$ cat config.mk
export PLATFORM = sky130hd
export DESIGN_NAME = counter_stream_receiver
export DESIGN_NICKNAME = d
export VERILOG_FILES = /design/src/rtl/counter_stream_receiver.sv
export SDC_FILE = /design/constraint.sdc
export NUM_CORES = 1
export LEC_CHECK = 0
export ABC_CLOCK_PERIOD_IN_PS = 2400
export CAP_MARGIN = 10
export CORE_MARGIN = 2
export CORE_UTILIZATION = 49
export DETAILED_ROUTE_END_ITERATION = 10
export PLACE_DENSITY = 0.85
export SLEW_MARGIN = 20
export SYNTH_ARGS = -nofsm -noshare
export SYNTH_HDL_FRONTEND = slang
export SYNTH_SLANG_ARGS = --single-unit
$ cat constraint.sdc
create_clock -name clock -period 2.4 [get_ports clock]
set_input_delay 0.48 -clock clock [delete_from_list [all_inputs] [get_ports clock]]
set_output_delay 0.48 -clock clock [all_outputs]
set_load 0.05 [all_outputs]
$ cat src/rtl/counter_stream_receiver.sv
// counter_stream_receiver
//   Receive end of the two-lane serial counter stream. Deserialises lane A and
//   lane B (MSB first, framed by a one-cycle latch strobe) into parallel words
//   and, when COUNTER_RX_CHECK_EN is defined, checks that lane A counts down and
//   lane B counts up by one between consecutive words.
//
//   Optional feature macro: COUNTER_RX_CHECK_EN
//     defined   : sequence checking, err_a/err_b, err_sticky and err_count live.
//     undefined : pure deserialiser; err_a/err_b/err_sticky/err_count tied to 0.
//                 frame_err is generated in both builds.
//
// Ports
//   clock       in   system clock, rising edge
//   reset       in   asynchronous active-low reset
//   latch       in   frame strobe, high with the MSB of a new word
//   in_a, in_b  in   lane A / lane B serial data
//   word_valid  out  one-cycle pulse, word_a/word_b hold a complete word
//   word_a/b    out  last complete lane A / lane B word
//   err_a/b     out  sequence mismatch pulses, aligned with word_valid
//   frame_err   out  one-cycle pulse, latch seen mid-word
//   err_sticky  out  set by any error, cleared only by reset
//   err_count   out  saturating count of errored words plus frame errors
module counter_stream_receiver #(
  parameter int unsigned WIDTH     = 8,
  parameter int unsigned ERR_CNT_W = 8
) (
  input  logic                 clock,
  input  logic                 reset,
  input  logic                 latch,
  input  logic                 in_a,
  input  logic                 in_b,
  output logic                 word_valid,
  output logic [WIDTH-1:0]     word_a,
  output logic [WIDTH-1:0]     word_b,
  output logic                 err_a,
  output logic                 err_b,
  output logic                 frame_err,
  output logic                 err_sticky,
  output logic [ERR_CNT_W-1:0] err_count
);

  localparam int unsigned CNT_W = $clog2(WIDTH + 1);

  typedef enum logic {
    IDLE  = 1'b0,
    SHIFT = 1'b1
  } state_e;

  state_e             state_q, state_d;
  logic [CNT_W-1:0]   cnt_q, cnt_d;
  logic [WIDTH-1:0]   sh_a_q, sh_a_d;
  logic [WIDTH-1:0]   sh_b_q, sh_b_d;
  logic               valid_q, valid_d;
  logic [WIDTH-1:0]   word_a_q, word_a_d;
  logic [WIDTH-1:0]   word_b_q, word_b_d;
  logic               frame_err_q, frame_err_d;

  // Shift registers with the current lane bits appended as the new LSB.
  logic [WIDTH-1:0]   nxt_a_c, nxt_b_c;
  assign nxt_a_c = {sh_a_q[WIDTH-2:0], in_a};
  assign nxt_b_c = {sh_b_q[WIDTH-2:0], in_b};

  // Framing FSM state and data registers.
  always_ff @(posedge clock or negedge reset) begin
    if (!reset) begin
      state_q     <= IDLE;
      cnt_q       <= '0;
      sh_a_q      <= '0;
      sh_b_q      <= '0;
      valid_q     <= 1'b0;
      word_a_q    <= '0;
      word_b_q    <= '0;
      frame_err_q <= 1'b0;
    end else begin
      state_q     <= state_d;
      cnt_q       <= cnt_d;
      sh_a_q      <= sh_a_d;
      sh_b_q      <= sh_b_d;
      valid_q     <= valid_d;
      word_a_q    <= word_a_d;
      word_b_q    <= word_b_d;
      frame_err_q <= frame_err_d;
    end
  end

  // Framing FSM next state and registered outputs.
  always_comb begin
    state_d     = state_q;
    cnt_d       = cnt_q;
    sh_a_d      = sh_a_q;
    sh_b_d      = sh_b_q;
    valid_d     = 1'b0;
    word_a_d    = word_a_q;
    word_b_d    = word_b_q;
    frame_err_d = 1'b0;
    unique case (state_q)
      IDLE: begin
        if (latch) begin
          sh_a_d  = WIDTH'(in_a);
          sh_b_d  = WIDTH'(in_b);
          cnt_d   = CNT_W'(1);
          state_d = SHIFT;
        end
      end
      SHIFT: begin
        if (latch) begin
          // Restart: the partial word is dropped and this bit is the new MSB.
          frame_err_d = 1'b1;
          sh_a_d      = WIDTH'(in_a);
          sh_b_d      = WIDTH'(in_b);
          cnt_d       = CNT_W'(1);
        end else begin
          sh_a_d = nxt_a_c;
          sh_b_d = nxt_b_c;
          cnt_d  = cnt_q + CNT_W'(1);
          if (cnt_q == CNT_W'(WIDTH - 1)) begin
            // LSB sampled: publish the word and go back to waiting for latch.
            valid_d  = 1'b1;
            word_a_d = nxt_a_c;
            word_b_d = nxt_b_c;
            cnt_d    = '0;
            state_d  = IDLE;
          end
        end
      end
      default: begin
        state_d = IDLE;
        cnt_d   = '0;
      end
    endcase
  end

  assign word_valid = valid_q;
  assign word_a     = word_a_q;
  assign word_b     = word_b_q;
  assign frame_err  = frame_err_q;

`ifdef COUNTER_RX_CHECK_EN
  logic [WIDTH-1:0]     prev_a_q, prev_a_d;
  logic [WIDTH-1:0]     prev_b_q, prev_b_d;
  logic                 seeded_q, seeded_d;
  logic                 err_a_q, err_a_d;
  logic                 err_b_q, err_b_d;
  logic                 sticky_q, sticky_d;
  logic [ERR_CNT_W-1:0] err_cnt_q, err_cnt_d;

  // Sequence checker state.
  always_ff @(posedge clock or negedge reset) begin
    if (!reset) begin
      prev_a_q  <= '0;
      prev_b_q  <= '0;
      seeded_q  <= 1'b0;
      err_a_q   <= 1'b0;
      err_b_q   <= 1'b0;
      sticky_q  <= 1'b0;
      err_cnt_q <= '0;
    end else begin
      prev_a_q  <= prev_a_d;
      prev_b_q  <= prev_b_d;
      seeded_q  <= seeded_d;
      err_a_q   <= err_a_d;
      err_b_q   <= err_b_d;
      sticky_q  <= sticky_d;
      err_cnt_q <= err_cnt_d;
    end
  end

  // Compare each completed word with the previous one; the reference always
  // follows the received data, so a single bad word flags on entry and exit.
  always_comb begin
    prev_a_d  = prev_a_q;
    prev_b_d  = prev_b_q;
    seeded_d  = seeded_q;
    err_a_d   = 1'b0;
    err_b_d   = 1'b0;
    sticky_d  = sticky_q;
    err_cnt_d = err_cnt_q;
    if (valid_d) begin
      if (seeded_q) begin
        err_a_d = (word_a_d != (prev_a_q - WIDTH'(1)));
        err_b_d = (word_b_d != (prev_b_q + WIDTH'(1)));
      end
      prev_a_d = word_a_d;
      prev_b_d = word_b_d;
      seeded_d = 1'b1;
    end
    if (frame_err_d) begin
      seeded_d = 1'b0;
    end
    // Word errors and frame errors never coincide; either adds one.
    if (err_a_d || err_b_d || frame_err_d) begin
      sticky_d = 1'b1;
      if (err_cnt_q != {ERR_CNT_W{1'b1}}) begin
        err_cnt_d = err_cnt_q + ERR_CNT_W'(1);
      end
    end
  end

  assign err_a      = err_a_q;
  assign err_b      = err_b_q;
  assign err_sticky = sticky_q;
  assign err_count  = err_cnt_q;
`else
  assign err_a      = 1'b0;
  assign err_b      = 1'b0;
  assign err_sticky = 1'b0;
  assign err_count  = '0;
`endif

endmodule

==> flow_summary.toml <==
[outcome]
outcome = "complete, no violations"

[worst_setup_path]
cp_data_arrival_time_ns = 1.52
criticalPathCategory = "reg -> out"
crit_buf_inv = 1
cpPeakStageDelay_ns = 0.81
critPathRequiredTime_ns = 1.92
cp_slowest_cell = "clkdlybuf4s50_1"
crit_path_end_kind = "output port"
start_kind = "register"
crit_fanout = 2
crit_family = "buffers and inverters"
crit_chain = "clkdlybuf4s50_1"

[clock_network]
clock-sinks = 37
numCtsBuffers = 5
clk_root_buffer_cell = "clkbuf_4"
clockBufferDepth = 2
cts_hold_buffers = 0
htree_levels = 2
cts_tree = "built"
post-cts-setup-buffers = 0
cts.clk_slew.worst_paths_ns = 0.10
clk_latency_ns = 0.33
cts_resized = 0

[logic_synthesis]
synth.top_cell.area_share = 0.585
ys_types = 22
ys_warn_count = 0
synth.avg_cell_area_um2 = 13.9
async_reset_ff_frac = 1.00
synth-edff-count = 0
ys_ff_latch = 37
synthFlopType = "dfrtp_1"
mappedNetlistArea_um2 = 1580
syn_inst = 114
synthTopCellsByArea = "dfrtp_1 59%, mux2i_1 8.2%, mux2_4 7.6%"
synth_area_leader_cell = "dfrtp_1"
ys_seq_area_frac = 0.585

[timing]
setup_viol = 0
min_period_ns = 2.00
hold_viol = 0
finalMaxSlewViolations = 0
rsz0062_at_grt = "no"
relSlewSlack = 0.665
skew_ns = 0.00636
period_share = 0.832
tightest_slew_ns = 0.502
clock.fmax_mhz = 501
whs_ns = 0.521
fin_setup_tns_ns = 0

[finish]
fin_util = 0.615
design_area_um2 = 1880
fillers = 245
drive_gt1_frac = 0.225
syn_to_final_growth_pct = 18.7
final_nets = 147
diodes = 0
finalNonFillerCells = 186

[route]
drtAntennaViolNets = 0
drt_iter0_drc = 27
routed_via_density = 4.65
first_pass_iters = 4
vias = 864
wl_per_cell_um = 12.2
wirelength_mm = 2.26
drcViolationCount = 0

[pwr]
power.density_nw_per_um2 = 927
power.leakage_nw = 0.951
vdd_drop_max_mv = 0.638

[place]
gp_congestion = 0.695
io_buffers = 22
placed_cells = 178
dp.final_hpwl_mm = 1.57
place_area_um2 = 1810

[worst_hold_path]
hp-class = "reg -> reg"

[global_route]
grt_pass1_vias = 818
grt_first_pass_wirelength_mm = 3.62
grt_max_degree = 38
antenna_found_initial = 0
grt.overflow.total = 0
grt_usage = 0.139

[die]
initial_utilization = 0.518
std_cell_rows = 20
die_y_um = 60.8
dieArea_um2 = 3700
die_w_um = 60.8
io_pins = 34
core_um2 = 3050

[run]
cap_violations = 0
## sequential cells by signal, summed over array words and instances, names as in the netlist
signal / cells
cnt_q: 4
frame_err: 1
sh_a_q: 7
sh_b_q: 7
state_q: 1
word_a: 8
word_b: 8
word_valid: 1
## metal layers
layer | up-vias | part of all wire | routed length, µm | track usage
li1 | 415 | - | - | -
met1 | 417 | 0.49 | 1100 | 0.176
met2 | 28 | 0.45 | 1010 | 0.203
met3 | 4 | 0.053 | 121 | 0.0533
met4 | 0 | 0.015 | 33 | 0.0839
met5 | - | 0 | 0 | 0
## kinds of logic (layout without fill, tap and decap cells)
kind of cell,Yosys count,count (layout),synth area share
compound gates,2,2,0.00791
xor+xnor,2,2,0.0111
fa+ha+maj,1,1,0.00791
buf+inv,16,34,0.0744
flops,37,37,0.585
mux,31,31,0.229
other cells,1,11,0.00237
simple gates,24,24,0.0815
## report_power, final
part	internal [mW]	leakage (nW)	switching, mW
clock network	0.170	0.0413	0.183
registers	0.715	0.490	0.0602
logic	0.230	0.419	0.382
## Yosys cell counts, drive strengths merged (2+ instances only)
cell type / instances
dfrtp: 37
xor2: 2
nand2: 2
mux2: 18
buf: 15
nor2: 17
mux2i: 13
## final cells by class
type	instances	area [µm²]	area share
clock buffers	7	65.1	0.0347
clock inverters	1	5.00	0.00267
multi-input cells	71	576	0.307
flip-flops and latches	37	926	0.493
well taps	44	55.1	0.0293
repair buffers	26	250	0.133
## layout by cell type, fill, tap and decap left out
cell type	count
nor2_1	17
buf_4	4
nand2_4	1
clkinv_2	1
nand4_1	1
xor2_1	2
clkbuf_4	5
mux2i_1	13
or3_1	1
mux2_2	10
a21o_1	1
clkbuf_8	2
nor4b_4	1
nand2_1	1
a21oi_1	1
conb_1	11
ha_1	1
mux2_4	8
and2_1	1
clkdlybuf4s50_1	22
dfrtp_1	37
nand3b_1	1
## worst register-to-register path: cells and delay by family (launching register included)
kind,cells,cell delay [ns]
adder cells (fa/ha/maj),1,0.25
buffers and inverters,1,0.32
flip-flops,1,0.40
multiplexers,1,0.38
AND/OR/NAND/NOR,2,0.32
## final timing paths
path	start	end	slack, ns	cells after the start
max	word_b[5]$_DFFE_PN0P_	word_b[5]	0.40	1
min	word_b[3]$_DFFE_PN0P_	word_b[3]$_DFFE_PN0P_	0.52	1
max reg2reg	cnt_q[0]$_DFFE_PN0P_	word_a[2]$_DFFE_PN0P_	0.63	5
min reg2reg	word_b[3]$_DFFE_PN0P_	word_b[3]$_DFFE_PN0P_	0.52	1
max in group asynchronous	reset	sh_a_q[1]$_DFFE_PN0P_	1.52	2
min in group asynchronous	reset	word_a[6]$_DFFE_PN0P_	0.56	2
## metrics by stage
step / worst slack [ns] / power [mW]
after detailed placement: 0.359 / 1.40
after global routing: 0.329 / 1.82
after CTS: 0.388 / 1.76
after global placement: 0.393 / 1.39
final: 0.402 / 1.74
after floorplan: 0.605 / 1.23
No activity file was read; power rests on OpenSTA's default activity.
